==> src/rtl/serpent_xts_pkg.sv <==
// Shared definitions for the Serpent XTS sector sequencer.
//   xts_state_e   : FSM state encoding
//   KEY_SEL_*     : core key select values (K1 data key, K2 tweak key)
//   XTS_GF_POLY   : default GF(2^128) reduction constant for multiply-by-alpha
package serpent_xts_pkg;

  typedef enum logic [2:0] {
    ST_IDLE      = 3'd0,
    ST_TWK_START = 3'd1,
    ST_TWK_WAIT  = 3'd2,
    ST_DIN       = 3'd3,
    ST_BLK_START = 3'd4,
    ST_BLK_WAIT  = 3'd5,
    ST_DOUT      = 3'd6,
    ST_DONE      = 3'd7
  } xts_state_e;

  localparam logic KEY_SEL_DATA  = 1'b0;
  localparam logic KEY_SEL_TWEAK = 1'b1;

  localparam logic [7:0] XTS_GF_POLY = 8'h87;

endpackage

==> src/rtl/xts_gf_mulalpha.sv <==
// Combinational multiply-by-alpha in GF(2^128), XTS bit ordering
// (bit 0 = LSB of byte 0).
//   t_i : current tweak
//   t_o : t_i * alpha  (shift left, fold carry-out of bit 127 into [7:0])
module xts_gf_mulalpha #(
  parameter logic [7:0] GF_POLY = 8'h87
) (
  input  logic [127:0] t_i,
  output logic [127:0] t_o
);

  assign t_o = {t_i[126:0], 1'b0} ^ {120'd0, GF_POLY & {8{t_i[127]}}};

endmodule

==> src/rtl/serpent_xts_ctrl.sv <==
// Sector-level XTS sequencer driving a single iterative Serpent core.
// Encrypts the sector tweak under K2 to form T0, then for each block sends
// (P ^ Tj) to the core under K1 and emits C = core_out ^ Tj, advancing
// Tj+1 = Tj * alpha. One core operation in flight at a time.
//   i_cmd_*   / o_cmd_ready  : sector command (tweak, block count)
//   i_din_*   / o_din_ready  : plaintext block stream
//   o_dout_*  / i_dout_ready : ciphertext block stream, o_blk_idx = j
//   o_core_*  / i_core_*     : core start/key select/input, done/result
//   o_busy, o_done           : status
module serpent_xts_ctrl
  import serpent_xts_pkg::*;
#(
  parameter int         BLK_CNT_W = 6,
  parameter logic [7:0] GF_POLY   = XTS_GF_POLY
) (
  input  logic                 i_clk,
  input  logic                 i_rst,
  input  logic                 i_cmd_valid,
  output logic                 o_cmd_ready,
  input  logic [127:0]         i_tweak,
  input  logic [BLK_CNT_W-1:0] i_blk_cnt,
  input  logic                 i_din_valid,
  output logic                 o_din_ready,
  input  logic [127:0]         i_din,
  output logic                 o_dout_valid,
  input  logic                 i_dout_ready,
  output logic [127:0]         o_dout,
  output logic [BLK_CNT_W-1:0] o_blk_idx,
  input  logic                 i_keys_ready,
  output logic                 o_core_start,
  output logic                 o_core_key_sel,
  output logic [127:0]         o_core_data,
  input  logic                 i_core_done,
  input  logic [127:0]         i_core_data,
  output logic                 o_busy,
  output logic                 o_done
);

  localparam logic [BLK_CNT_W-1:0] ONE = {{(BLK_CNT_W-1){1'b0}}, 1'b1};

  xts_state_e           state_q, state_d;
  logic [BLK_CNT_W-1:0] blk_cnt_q, blk_cnt_d;
  logic [BLK_CNT_W-1:0] idx_q, idx_d;
  logic [127:0]         t_q, t_d;
  logic [127:0]         core_data_q, core_data_d;
  logic                 key_sel_q, key_sel_d;
  logic [127:0]         dout_q, dout_d;
  logic [127:0]         t_alpha;
  logic                 last_blk;

  xts_gf_mulalpha #(.GF_POLY(GF_POLY)) u_mulalpha (
    .t_i (t_q),
    .t_o (t_alpha)
  );

  assign last_blk = (idx_q == blk_cnt_q - ONE);

  // State register
  always_ff @(posedge i_clk or posedge i_rst) begin
    if (i_rst) state_q <= ST_IDLE;
    else       state_q <= state_d;
  end

  // Next-state logic
  always_comb begin
    state_d = state_q;
    unique case (state_q)
      ST_IDLE:      if (i_cmd_valid)
                      state_d = (i_blk_cnt == '0) ? ST_DONE : ST_TWK_START;
      ST_TWK_START: if (i_keys_ready) state_d = ST_TWK_WAIT;
      ST_TWK_WAIT:  if (i_core_done)  state_d = ST_DIN;
      ST_DIN:       if (i_din_valid)  state_d = ST_BLK_START;
      ST_BLK_START: if (i_keys_ready) state_d = ST_BLK_WAIT;
      ST_BLK_WAIT:  if (i_core_done)  state_d = ST_DOUT;
      ST_DOUT:      if (i_dout_ready) state_d = last_blk ? ST_DONE : ST_DIN;
      ST_DONE:      state_d = ST_IDLE;
      default:      state_d = ST_IDLE;
    endcase
  end

  // Outputs decoded from state; core start follows key readiness in the
  // same cycle so a key stall delays the pulse without an extra cycle.
  always_comb begin
    o_cmd_ready  = (state_q == ST_IDLE);
    o_din_ready  = (state_q == ST_DIN);
    o_dout_valid = (state_q == ST_DOUT);
    o_core_start = ((state_q == ST_TWK_START) || (state_q == ST_BLK_START)) && i_keys_ready;
    o_busy       = (state_q != ST_IDLE);
    o_done       = (state_q == ST_DONE);
  end

  // Datapath next-state
  always_comb begin
    blk_cnt_d   = blk_cnt_q;
    idx_d       = idx_q;
    t_d         = t_q;
    core_data_d = core_data_q;
    key_sel_d   = key_sel_q;
    dout_d      = dout_q;
    unique case (state_q)
      ST_IDLE: if (i_cmd_valid) begin
        blk_cnt_d = i_blk_cnt;
        if (i_blk_cnt != '0) begin
          core_data_d = i_tweak;
          key_sel_d   = KEY_SEL_TWEAK;
        end
      end
      ST_TWK_WAIT: if (i_core_done) begin
        t_d   = i_core_data;
        idx_d = '0;
      end
      ST_DIN: if (i_din_valid) begin
        core_data_d = i_din ^ t_q;
        key_sel_d   = KEY_SEL_DATA;
      end
      // Output is whitened with the pre-update tweak; T advances on the same edge.
      ST_BLK_WAIT: if (i_core_done) begin
        dout_d = i_core_data ^ t_q;
        t_d    = t_alpha;
      end
      ST_DOUT: if (i_dout_ready && !last_blk) idx_d = idx_q + ONE;
      default: ;
    endcase
  end

  always_ff @(posedge i_clk or posedge i_rst) begin
    if (i_rst) begin
      blk_cnt_q   <= '0;
      idx_q       <= '0;
      t_q         <= '0;
      core_data_q <= '0;
      key_sel_q   <= 1'b0;
      dout_q      <= '0;
    end else begin
      blk_cnt_q   <= blk_cnt_d;
      idx_q       <= idx_d;
      t_q         <= t_d;
      core_data_q <= core_data_d;
      key_sel_q   <= key_sel_d;
      dout_q      <= dout_d;
    end
  end

  assign o_dout         = dout_q;
  assign o_blk_idx      = idx_q;
  assign o_core_data    = core_data_q;
  assign o_core_key_sel = key_sel_q;

endmodule

==> config.mk <==
export PLATFORM = sky130hd
export DESIGN_NAME = serpent_xts_ctrl
export DESIGN_NICKNAME = d
export VERILOG_FILES = /design/src/rtl/serpent_xts_pkg.sv /design/src/rtl/xts_gf_mulalpha.sv /design/src/rtl/serpent_xts_ctrl.sv
export SDC_FILE = /design/constraint.sdc
export NUM_CORES = 1
export LEC_CHECK = 0
export BUFFER_PORTS_ARGS = -buffer_cell sky130_fd_sc_hd__buf_2
export CAP_MARGIN = 20
export CORE_AREA = 2 2 262 264
export DETAILED_ROUTE_END_ITERATION = 10
export DIE_AREA = 0 0 264 266
export PLACE_DENSITY = 0.53
export SYNTH_ARGS = -nofsm -noshare
export SYNTH_HDL_FRONTEND = slang
export SYNTH_HIERARCHICAL = 1
export SYNTH_SLANG_ARGS = --single-unit
==> constraint.sdc <==
create_clock -name i_clk -period 24.4 [get_ports i_clk]
set_input_delay 1.22 -clock i_clk [delete_from_list [all_inputs] [get_ports i_clk]]
set_output_delay 1.22 -clock i_clk [all_outputs]
set_load 0.05 [all_outputs]
# ---- Word level (Yosys, flattened, before mapping)
# Index checks and enable logic that the tools add are counted.
dict set report totals {
  word_cells 70
  in_bits 397
  output_inout_bits 269
  register_bits 400
}
dict set report op_classes {
  reduce_logical 17
  bitwise 3
  muxes 24
  n_addsub 2
  eq_ne 17
}
# op count
set ops {}
lappend ops {{$mux W128} 5}
lappend ops {{$pmux W128 S2} 2}
lappend ops {{$xor A128 B128 Y128} 2}
lappend ops {{$xor A128 B8 Y128} 1}
lappend ops {{$mux W3} 9}
lappend ops {{$pmux W3 S8} 1}
lappend ops {{$eq A3 B3 Y1 const B} 4}
lappend ops {{$mux W6} 2}
lappend ops {{$ne A2 B2 Y1 const B} 6}
lappend ops {{$pmux W6 S2} 1}
lappend ops {{$reduce_and A7 Y1} 1}
lappend ops {{$add A6 B1 Y6 const B} 1}
lappend ops {{$eq A3 B2 Y1 const B} 2}
lappend ops {{$eq A6 B6 Y1} 1}
lappend ops {{$logic_not A6 Y1} 1}
lappend ops {{$ne A2 B1 Y1 const B} 3}
lappend ops {{$reduce_and A3 Y1} 2}
lappend ops {{$reduce_bool A2 Y1} 3}
lappend ops {{$reduce_bool A6 Y1} 1}
lappend ops {{$sub A6 B1 Y6 const B} 1}
lappend ops {{$reduce_and A2 Y1} 2}
lappend ops {{$reduce_and A4 Y1} 1}
lappend ops {{$eq A3 B1 Y1 const B} 1}
lappend ops {{$logic_not A3 Y1} 1}
lappend ops {{other kinds (6)} 9}

# ---- Longest topological paths before layout
# Gate-level depths: netlist of the first run.
dict set report depth {
  word_depth 6
  mapped_depth 10
  depth_no_buf 7
}

# ---- Cells and area by module
# The synthesis of the first run kept the hierarchy.
# module instances cells_per_inst area_each_um2 seq_area_each_um2
set modules_own_cells {}
lappend modules_own_cells {serpent_xts_ctrl 1 2035 19344.8 10009.6}
lappend modules_own_cells {xts_gf_mulalpha 1 128 964.7 0.0}

# ---- Worst setup path after synthesis of the first run
# No wires, ideal clock.
dict set report synth_path {
  kind {input port to output port}
  startpoint {in i_keys_ready}
  endpoint {out o_core_start}
  t_arrival_ps 2366
  slack_ps 20814
  path_stages 1
  required_time_ps 23180
  path_buffers 0
  path_cell_list {nor3b_1}
}
dict set report synth_via {
  elab_chain_cells 1
}
# element line
set synth_lines {}
lappend synth_lines {{start, declared} serpent_xts_ctrl.sv:29} ;# input logic i_keys_ready,
lappend synth_lines {{$logic_and A1 B1 Y1} serpent_xts_ctrl.sv:87} ;# o_core_start = ((state_q == ST_TWK_START) || (state_q == ST_BLK_START)) && i_keys_ready;
lappend synth_lines {{end, declared} serpent_xts_ctrl.sv:30} ;# output logic o_core_start,
# No other way between the ends.

# ---- Final worst setup path of the first run
dict set report layout_path {
  startpoint {reg state_q[1]}
  endpoint {out o_din_ready}
}
dict set report layout_via {
  elab_chain_cells 1
}
# element line
set layout_lines {}
lappend layout_lines {{start, declared} serpent_xts_ctrl.sv:41} ;# xts_state_e state_q, state_d;
lappend layout_lines {{start signal, assigned} serpent_xts_ctrl.sv:61} ;# else state_q <= state_d;
lappend layout_lines {{$eq A3 B2 Y1} serpent_xts_ctrl.sv:85} ;# o_din_ready = (state_q == ST_DIN);
lappend layout_lines {{end, declared} serpent_xts_ctrl.sv:23} ;# output logic o_din_ready,
# No other way between the ends.

==> out/qor.yml, run 1 <==
status: "complete, no violations"
hold_viol: 0
crit_start: "state_q[1]$_DFFE_PP0P_"
worstSetupPathType: "reg2out"
worstMarginPinSlew_ns: 1.102
drt_iter0_drc: 644
seqCellArea_um2: 10010
critPathMaxFanout: 67
gp_congestion: 0.8941
cts_root_buf: "clkbuf_16"
clk_path_buf_depth: 3
fmax_ghz: 0.2612
totalWireLength_um: 64620
worst_setup_hold_path_clk_slew_ns: 0.06
yosysWarnings: 6
grt_max_degree: 120
ios: 666
drive_gt1_share_pct: 28.98
period_needed_ns: 3.829
core_um2: 67750
total_power_uw: 3892
timing.setup.tns_ns: 0
required_ns: 23.18
drv_cap: 0
synth_edf_count: 0
hold_end: "o_dout[91]$_DFFE_PP0P_"
dp_cells: 3474
cts_max_level: 2
r2r-end: "o_core_data[124]$_DFFE_PP0P_"
die_y_um: 266
io_buffers: 665
grt_antenna_before_repair: 14
dr_total_vias: 16300
fill_cells: 7001
tritoncts: "yes"
drv_slew: 0
dp_hpwl_um: 48700
multi_input_area_um2: 8703
worstHoldStart: "o_dout[91]$_DFFE_PP0P_"
rsz0062_at_grt: "no"
startpoint_type: "register"
skew_ns: 0.02086
ant_nets: 0
p_leak_uw: 0.01175
reg2reg_slack_ns: 21.07
area_growth_pct: 23.39
gr-total-overflow: 0
start_util_pct: 29.98
cts_hold_buf: 0
cp.arrival_ns: 2.61
first_global_vias: 16230
rr_worst_depth: 6
powerDensity_nw_per_um2: 155.3
synth_cell_types: 44
relSlewSlack_pct: 26.52
cts_setup_buffers: 0
cts_sinks: 400
wl_per_cell_um: 18.09
post_synth.cell_area_avg_um2: 9.389
grt_use_total_pct: 17.86
firstDrtPassIters: 5
hold_depth: 2
dieArea_um2: 70220
ys_seq_area_share_pct: 49.29
hold_path_class: "reg2reg"
drc_errors: 0
post-route-period-util_pct: 15.69
syn_area_um2: 20310
finalSetupViolCount: 0
cts_resized: 0
die-width_um: 264
synthFlopType: "dfrtp_1"
vdd_drop_max_uv: 73.62
cts_made_buffers: 48
end_kind: "output port"
syn_inst: 2163
insertion_delay_ns: 0.58
final_nets: 3041
placement_rows: 96
finalNonFillerCells: 3572
ys_ff_latch: 400
worst_r2r_startpoint: "state_q[1]$_DFFE_PP0P_"
synthesis.nets: 2562
viasPerCell: 4.564
grt_first_pass_wirelength_um: 98010
synthArstFlopShare_pct: 100.0
## sequential cells by signal, summed over array words and instances (netlist names)
name and cells:
state_q 3, o_blk_idx 6, t_q 128, o_core_key_sel 1, o_dout 128, o_core_data 128
blk_cnt_q 6
## how the worst max path moves through the flow
stage | endpoint | slack (ns) | cells after the start
floorplan | blk_cnt_q[0]$_DFFE_PP0P_ | 12.06 | 1
global placement | o_core_data[8]$_DFFE_PP0P_ | 19.83 | 5
detailed placement | o_core_data[7]$_DFFE_PP0P_ | 19.75 | 5
CTS | o_dout[10]$_DFFE_PP0P_ | 20.40 | 5
global route | o_core_data[125]$_DFFE_PP0P_ | 20.05 | 5
finish | o_din_ready | 20.57 | 3
## power breakdown
| group | switching [uW] | internal [uW] | leakage, uW |
|---|---|---|---|
| Clock | 289 | 479 | 0.000832 |
| Combinational | 1320 | 540 | 0.00587 |
| Sequential | 296 | 964 | 0.00504 |
## final cells by class
class / count / area share [%]
antenna: 12 / 0.1198
clock buffer: 66 / 5.507
clock inverter: 20 / 1.248
inverter: 9 / 0.1648
multi-input combinational: 1498 / 34.73
sequential: 400 / 39.94
tap: 882 / 4.404
timing repair buffer: 685 / 13.88
## through the flow
| step | cell area, um^2 | utilization [%] | worst slack (ns) | hold slack, ns |
|---|---|---|---|---|
| floorplan | 20310 | - | 12.06 | 0.5020 |
| finish | 25060 | 36.99 | 20.57 | 0.4706 |
| CTS | 25030 | 36.95 | 20.40 | 0.4780 |
| detailed placement | 23340 | 34.45 | 19.75 | 0.4651 |
| global placement | 23340 | 34.45 | 19.83 | 0.4571 |
| global route | 25050 | 36.98 | 20.05 | 0.4934 |
## kinds of logic after synthesis
group | synth area share [%]
adder cells (fa/ha/maj) | 0.1232
flip-flops | 49.29
AND/OR/NAND/NOR | 10.63
AO/OA/AOI/OAI | 13.42
multiplexers | 6.931
XOR/XNOR | 11.56
buffers and inverters | 8.052
## worst max-delay path: stages, from the launching register on
cell and delay (ns):
dfrtp_1 0.71, nand3_4 0.67, inv_1 0.31, buf_2 0.34
## cells in the mapped netlist (2+ instances only)
library cell / number / area share, %
nor3_1: 2 / 0.049
xnor2_1: 263 / 11
o2111ai_1: 2 / 0.086
nor3b_1: 3 / 0.11
inv_1: 8 / 0.15
clkbuf_1: 65 / 1.2
buf_6: 2 / 0.11
buf_2: 32 / 0.79
nand2_1: 396 / 7.3
mux2i_1: 135 / 6.7
buf_4: 156 / 5.8
nor2_1: 135 / 2.5
o22a_1: 2 / 0.086
a21oi_1: 131 / 3.2
o21ai_1: 111 / 2.7
mux2_2: 4 / 0.22
xor2_1: 5 / 0.22
dfrtp_1: 400 / 49
nand3_1: 4 / 0.099
o21ai_0: 281 / 6.9
nand4_1: 2 / 0.062
ha_1: 2 / 0.12
## layout by cell type (no fill, tap or decap), types with 2 or more instances in the layout
cell type   Yosys  layout
inv_6           0       2
mux2i_1       135     135
diode_2         0      12
nand2_1       396     395
o2111ai_1       2       2
nor3_1          2       2
xnor2_1       263     263
clkbuf_16       0      49
dfrtp_1       400     400
buf_4         156      20
clkinvlp_4      0       2
ha_1            2       2
mux2_2          4       4
nor2_1        135     135
clkbuf_1       65       8
clkinv_2        0       8
buf_2          32     665
clkbuf_8        0       9
nand3_1         4       3
inv_1           8       7
o21ai_0       281     281
nand4_1         2       2
bufinv_16       0       8
xor2_1          5       5
a21oi_1       131     131
o21ai_1       111     110
o21ai_4         0       2
o22a_1          2       2
nor3b_1         3       3
## per-layer routing
layer  up-vias  part of all wire [%]  wire [um]  GRT usage [%]
met5         -                 0.088         57              0
met4         8                   2.4       1519          5.344
li1       8012                     -          -              -
met3        92                   6.0       3876          4.270
met1      7727                    42      27300          22.28
met2       462                    49      31860          30.60
No activity file was read; power rests on OpenSTA's default activity.
==> run 2, diff against run 1 <==
- CORE_AREA: 2 2 262 264 -> 2 2 261 263
- DIE_AREA: 0 0 264 266 -> 0 0 263 265
- PLACE_DENSITY: 0.53 -> 0.54
- clock period: 24.4 -> 3.75 ns (I/O delays scaled with it)
==> out/qor.yml, run 2 (same netlist as run 1, synthesis figures left out) <==
die-width_um: 263  # -0.38%
post-route-period-util_pct: 66.26
pwr-share-seq_pct: 31.8  # -0.6 points
drc_errors: 0  # unchanged
viasPerCell: 4.569  # +0.11%
internal_power_uw: 13060  # +560%
final_nets: 3330  # +9.5%
first_global_vias: 18020  # +11%
hold_end: "o_core_data[3]$_DFFE_PP0P_"
hold_path_class: "in2reg"
tritoncts: "yes"
worst-path-buf-inv: 3  # +1
critPathMaxFanout: 71  # +6.0%
power.switching_uw: 12540  # +560%
cp.arrival_ns: 2.93  # +0.32 ns
dieArea_um2: 69700  # -0.75%
insertion_delay_ns: 0.57  # about the same
cts_hold_buf: 273  # +273
totalWireLength_um: 66940  # +3.6%
dp_cells: 3483  # +0.26%
hold_viol: 0  # unchanged
relSlewSlack_pct: 45.79  # +19 points
period_needed_ns: 2.485
drv_cap: 0  # unchanged
drt_iter0_drc: 846  # +31%
startpoint_type: "register"
reg2reg_slack_ns: 1.27  # -19.80 ns
ios: 666  # unchanged
cts_made_buffers: 46  # -4.2%
required_ns: 4.19  # -18.99 ns
finalSetupViolCount: 0  # unchanged
cts_sinks: 400  # unchanged
worstHoldStart: "i_din[3]"
firstDrtPassIters: 7  # +2
end_kind: "register"
worstSetupPathType: "reg2reg"
fill_cells: 6516  # -6.9%
grt_antenna_before_repair: 6  # -8
vdd_drop_max_uv: 635.7  # +760%
io_buffers: 665  # unchanged
worstMarginPinSlew_ns: 0.8132  # -0.2890 ns
status: "complete, no violations"
dr_total_vias: 17550  # +7.7%
core_um2: 66800  # -1.4%
worst_path_max_delay_cell: "buf_4"
grt_first_pass_wirelength_um: 103400  # +5.5%
powerDensity_nw_per_um2: 916.4  # +490%
skew_ns: 0.01346  # -0.007408 ns
cts_resized: 0  # unchanged
hold_depth: 5  # +3
p_leak_uw: 0.01298  # +10%
cts_max_level: 2  # unchanged
die_y_um: 265  # -0.38%
mostFrequentLayoutCells: "buf_2 (665), dfrtp_1 (400), nand2_1 (395), o21ai_0 (281), dlygate4sd3_1 (273)"
drive_gt1_share_pct: 26.63  # -2.4 points
pwr-share-comb_pct: 49.5  # +1.6 points
crit_chain: "inv_2, nand3_4, buf_4, nor2_1, a21oi_1, dlygate4sd3_1, o21ai_1"
rsz0062_at_grt: "no"
fmax_ghz: 0.4025
grt_use_total_pct: 18.69  # +0.84 points
max_stage_delay_ns: 0.59  # -0.12 ns
timing.hold.ws_ns: 0.03090  # -0.4397 ns
finalNonFillerCells: 3842  # +7.6%
ant_nets: 0  # unchanged
clockPowerShare_pct: 18.6  # -1.1 points
swShare_pct: 48.98  # -0.085 points
dp_hpwl_um: 48700  # about the same
final_common_cell: "buf_2"
grt_max_degree: 146  # +22%
cts_setup_buffers: 0  # unchanged
r2r-end: "o_core_data[64]$_DFFE_PP0P_"
rr_worst_depth: 7  # +1
worst_setup_hold_path_clk_slew_ns: 0.06  # about the same
seqCellArea_um2: 10010  # unchanged
area_growth_pct: 37.54
worst_r2r_startpoint: "state_q[2]$_DFFE_PP0P_"
gr-total-overflow: 0  # unchanged
clk_path_buf_depth: 3  # unchanged
multi_input_area_um2: 8703  # unchanged
cts_root_buf: "clkbuf_16"
wl_per_cell_um: 17.42  # -3.7%
gp_congestion: 0.9048  # +1.2%
start_util_pct: 30.40  # +0.42 points
placement_rows: 95  # -1.0%
crit_family: "buffers and inverters"
drv_slew: 0  # unchanged
## run 2: cell count changes in the layout (fill, tap and decap cells not counted), moves of 2 or more
cell / previous run / this run
buf_12: 0 / 12
buf_4: 20 / 26
bufinv_16: 8 / 6
clkbuf_1: 8 / 10
clkbuf_8: 9 / 5
clkinv_2: 8 / 12
diode_2: 12 / 2
dlygate4sd3_1: 0 / 273
inv_6: 2 / 0
## run 2: layer usage
| layer | vias up | GRT usage [%] | wire [um] |
|---|---|---|---|
| met5 | - | 0 | 35 |
| met3 | 143 | 3.929 | 3806 |
| met1 | 8263 | 22.66 | 27760 |
| met2 | 561 | 32.30 | 32760 |
| li1 | 8580 | - | - |
| met4 | 6 | 7.645 | 2580 |
## run 2: stage by stage
stage | TNS (ns) | util (%) | total power (uW) | cell area (um^2) | setup slack, ns
detailed placement | 0 | 35.34 | 20670 | 23610 | 1.300
finish | 0 | 41.81 | 25600 | 27930 | 1.265
global route | 0 | 41.81 | 27250 | 27930 | 1.068
floorplan | -729.31 | - | 17950 | 20310 | -1.823
CTS | 0 | 41.81 | 25810 | 27930 | 1.262
global placement | 0 | 35.31 | 20380 | 23590 | 1.244
## run 2: how the worst max path moves through the flow
stage                           startpoint                           to  slack (ns)  cells past startpoint
global route        state_q[0]$_DFFE_PP0P_      o_dout[126]$_DFFE_PP0P_        1.07                      5
detailed placement  state_q[0]$_DFFE_PP0P_      o_dout[124]$_DFFE_PP0P_        1.30                      5
CTS                 state_q[0]$_DFFE_PP0P_       o_dout[44]$_DFFE_PP0P_        1.26                      4
global placement    state_q[1]$_DFFE_PP0P_  o_core_data[73]$_DFFE_PP0P_        1.24                      5
finish              state_q[2]$_DFFE_PP0P_  o_core_data[64]$_DFFE_PP0P_        1.27                      7
floorplan                            i_rst     blk_cnt_q[0]$_DFFE_PP0P_       -1.82                      1
## run 2: cell type report
type | count | area share [%]
sequential | 400 | 35.83
multi-input combinational | 1498 | 31.16
timing repair buffer | 976 | 23.26
clock buffer | 64 | 4.770
tap | 873 | 3.910
clock inverter | 20 | 0.9183
inverter | 9 | 0.1344
antenna | 2 | 0.01792
## run 2: tightest hold or removal path, cell delays in order
cell and delay (ns):
buf_2 0.09, xnor2_1 0.06, nor2_1 0.08, a21oi_1 0.05, o21ai_1 0.11
## run 2: power by group through the flow
| stage | clock network, uW | registers, uW | logic [uW] |
|---|---|---|---|
| 6_report | 4770 | 8150 | 12700 |
| 5_1_grt | 5090 | 8430 | 13700 |
| 4_1_cts | 4910 | 8160 | 12700 |
| 3_5_place_dp | 0 | 8210 | 12500 |
| 3_3_place_gp | 0 | 8150 | 12200 |
| 2_1_floorplan | 0 | 12000 | 5930 |
==> run 3, diff against run 2 <==
- CORE_AREA: 2 2 261 263 -> 2 2 259 261
- DIE_AREA: 0 0 263 265 -> 0 0 261 263
- PLACE_DENSITY: 0.54 -> 0.56
- clock period: 3.75 -> 2.1 ns (I/O delays scaled with it)
==> out/qor.yml, run 3 (same netlist as run 1, synthesis figures left out) <==
grt_first_pass_wirelength_um: 108100  # +4.5%
dieArea_um2: 68640  # -1.5%
end_kind: "output port"
mostFrequentLayoutCells: "buf_2 (663), dfrtp_1 (399), nand2_1 (395), dlygate4sd3_1 (378), o21ai_0 (280)"
clk_path_buf_depth: 3  # unchanged
startpoint_type: "register"
drt_iter0_drc: 832  # -1.7%
die-width_um: 261  # -0.76%
ant_nets: 0  # unchanged
first_global_vias: 19320  # +7.2%
dp_hpwl_um: 49960  # +2.6%
skew_ns: 0.01583  # +0.002375 ns
worst_setup_hold_path_clk_slew_ns: 0.06  # about the same
wl_per_cell_um: 17.37  # -0.31%
post-route-period-util_pct: 93.89
crit_top_cell: "buf_4"
final_util_pct: 45.01  # +3.2 points
totalWireLength_um: 69200  # +3.4%
final_nets: 3474  # +4.3%
vdd_drop_max_uv: 1095  # +72%
relSlewSlack_pct: 57.05  # +11 points
drc_errors: 0  # unchanged
placement_rows: 94  # -1.1%
worst-path-buf-inv: 2  # -1
grt_use_total_pct: 19.84  # +1.1 points
drive_gt1_share_pct: 26.84  # +0.21 points
area_growth_pct: 45.45
ios: 666  # unchanged
timing.setup.tns_ns: 0  # unchanged
gr-total-overflow: 0  # unchanged
fmax_ghz: 0.5072
crit_family: "flip-flops"
drv_cap: 0  # unchanged
dp_cells: 3508  # +0.72%
multi_input_area_um2: 8746  # +0.49%
p_leak_uw: 0.01368  # +5.4%
final_common_cell: "buf_2"
hold_viol: 0  # unchanged
required_ns: 2.00  # -2.19 ns
worst_path_max_delay_cell: "dfrtp_1"
grt_max_degree: 147  # +0.68%
status: "complete, no violations"
tritoncts: "yes"
start_util_pct: 30.95  # +0.54 points
cts_sinks: 400  # unchanged
fill_cells: 6205  # -4.8%
gp_congestion: 0.9315  # +3.0%
max_stage_delay_ns: 0.45  # -0.14 ns
drv_slew: 0  # unchanged
firstDrtPassIters: 5  # -2
hold_path_class: "in2reg"
period_needed_ns: 1.972
finalNonFillerCells: 3984  # +3.7%
die_y_um: 263  # -0.75%
viasPerCell: 4.575  # +0.14%
cts_made_buffers: 47  # +2.2%
cp.arrival_ns: 1.87  # -1.06 ns
io_buffers: 665  # unchanged
cts_max_level: 2  # unchanged
worstMarginPinSlew_ns: 0.6396  # -0.1736 ns
seqCellArea_um2: 10010  # about the same
finalSetupViolCount: 0  # unchanged
cts_root_buf: "clkbuf_16"
critPathMaxFanout: 8  # -89%
powerDensity_nw_per_um2: 1589  # +73%
insertion_delay_ns: 0.57  # about the same
core_um2: 65630  # -1.8%
worstSetupPathType: "reg2out"
grt_antenna_before_repair: 11  # +5
dr_total_vias: 18230  # +3.8%
crit_chain: "buf_4, xnor2_1, nor3b_2, buf_4"
## run 3: cell count changes in the layout (fill, tap and decap cells not counted), moves of 4 or more
cell	delta
buf_12	+15
buf_4	+25
clkinv_2	-9
clkbuf_1	+4
clkbuf_8	+9
diode_2	+7
dlygate4sd3_1	+105
## run 3: layout make-up
class	count	area share (%)
timing repair buffer	1119	27.17
clock buffer	77	4.981
sequential	400	33.89
antenna	9	0.07624
clock inverter	8	0.4829
tap	864	3.660
inverter	9	0.1355
multi-input combinational	1498	29.61
## run 3: worst register-to-register path, stage by stage (launching register included)
cell,delay [ns]
dfrtp_2,0.48
nand3_4,0.16
buf_12,0.25
nor2_1,0.14
a21oi_1,0.13
dlygate4sd3_1,0.58
o21ai_0,0.08
## run 3: layer usage
layer / track usage (%) / routed length [um]
met1: 23.62 / 28370
met2: 34.14 / 33770
met3: 4.063 / 3991
met4: 9.183 / 3024
met5: 0 / 40
## run 3: worst paths after layout
check                                             start                            to  slack (ns)  cells after the start
hold reg to reg            o_core_data[121]$_DFFE_PP0P_  o_core_data[121]$_DFFE_PP0P_        0.47                      2
min in group asynchronous                         i_rst       o_dout[107]$_DFFE_PP0P_        0.13                      4
setup / recovery                 state_q[0]$_DFFE_PP0P_                  o_core_start        0.13                      4
max in group asynchronous                         i_rst   o_core_data[22]$_DFFE_PP0P_        1.11                      5
hold / removal                                i_din[96]   o_core_data[96]$_DFFE_PP0P_        0.03                      5
setup reg to reg                 state_q[1]$_DFFE_PP0P_   o_core_data[42]$_DFFE_PP0P_        0.13                      6
## run 3: metrics by stage
step / instance area [um^2] / setup WS [ns] / total power [uW] / hold WS (ns)
after floorplan: 20320 / -3.391 / 32060 / 0.2218
after global placement: 24050 / 0.03028 / 37080 / 0.1679
after detailed placement: 24050 / 0.05575 / 37600 / 0.1638
after CTS: 29450 / 0.03525 / 47100 / 0.001369
after global routing: 29540 / -0.02081 / 49980 / 0.03384
final: 29540 / 0.1284 / 46950 / 0.03049
## run 3: where the power goes
part | internal, uW | switching, uW
Sequential | 11200 | 3400
Combinational | 7800 | 16000
Clock | 5250 | 3280
Total | 24200 | 22700
## run 3: timing repair
item,in CTS,in global routing
buffers inserted,0,4
hold buffers,378,0
pin swaps,0,2
resized for setup,2,10
endpoints found under the hold margin,612,0
endpoints found under the setup margin,1,61
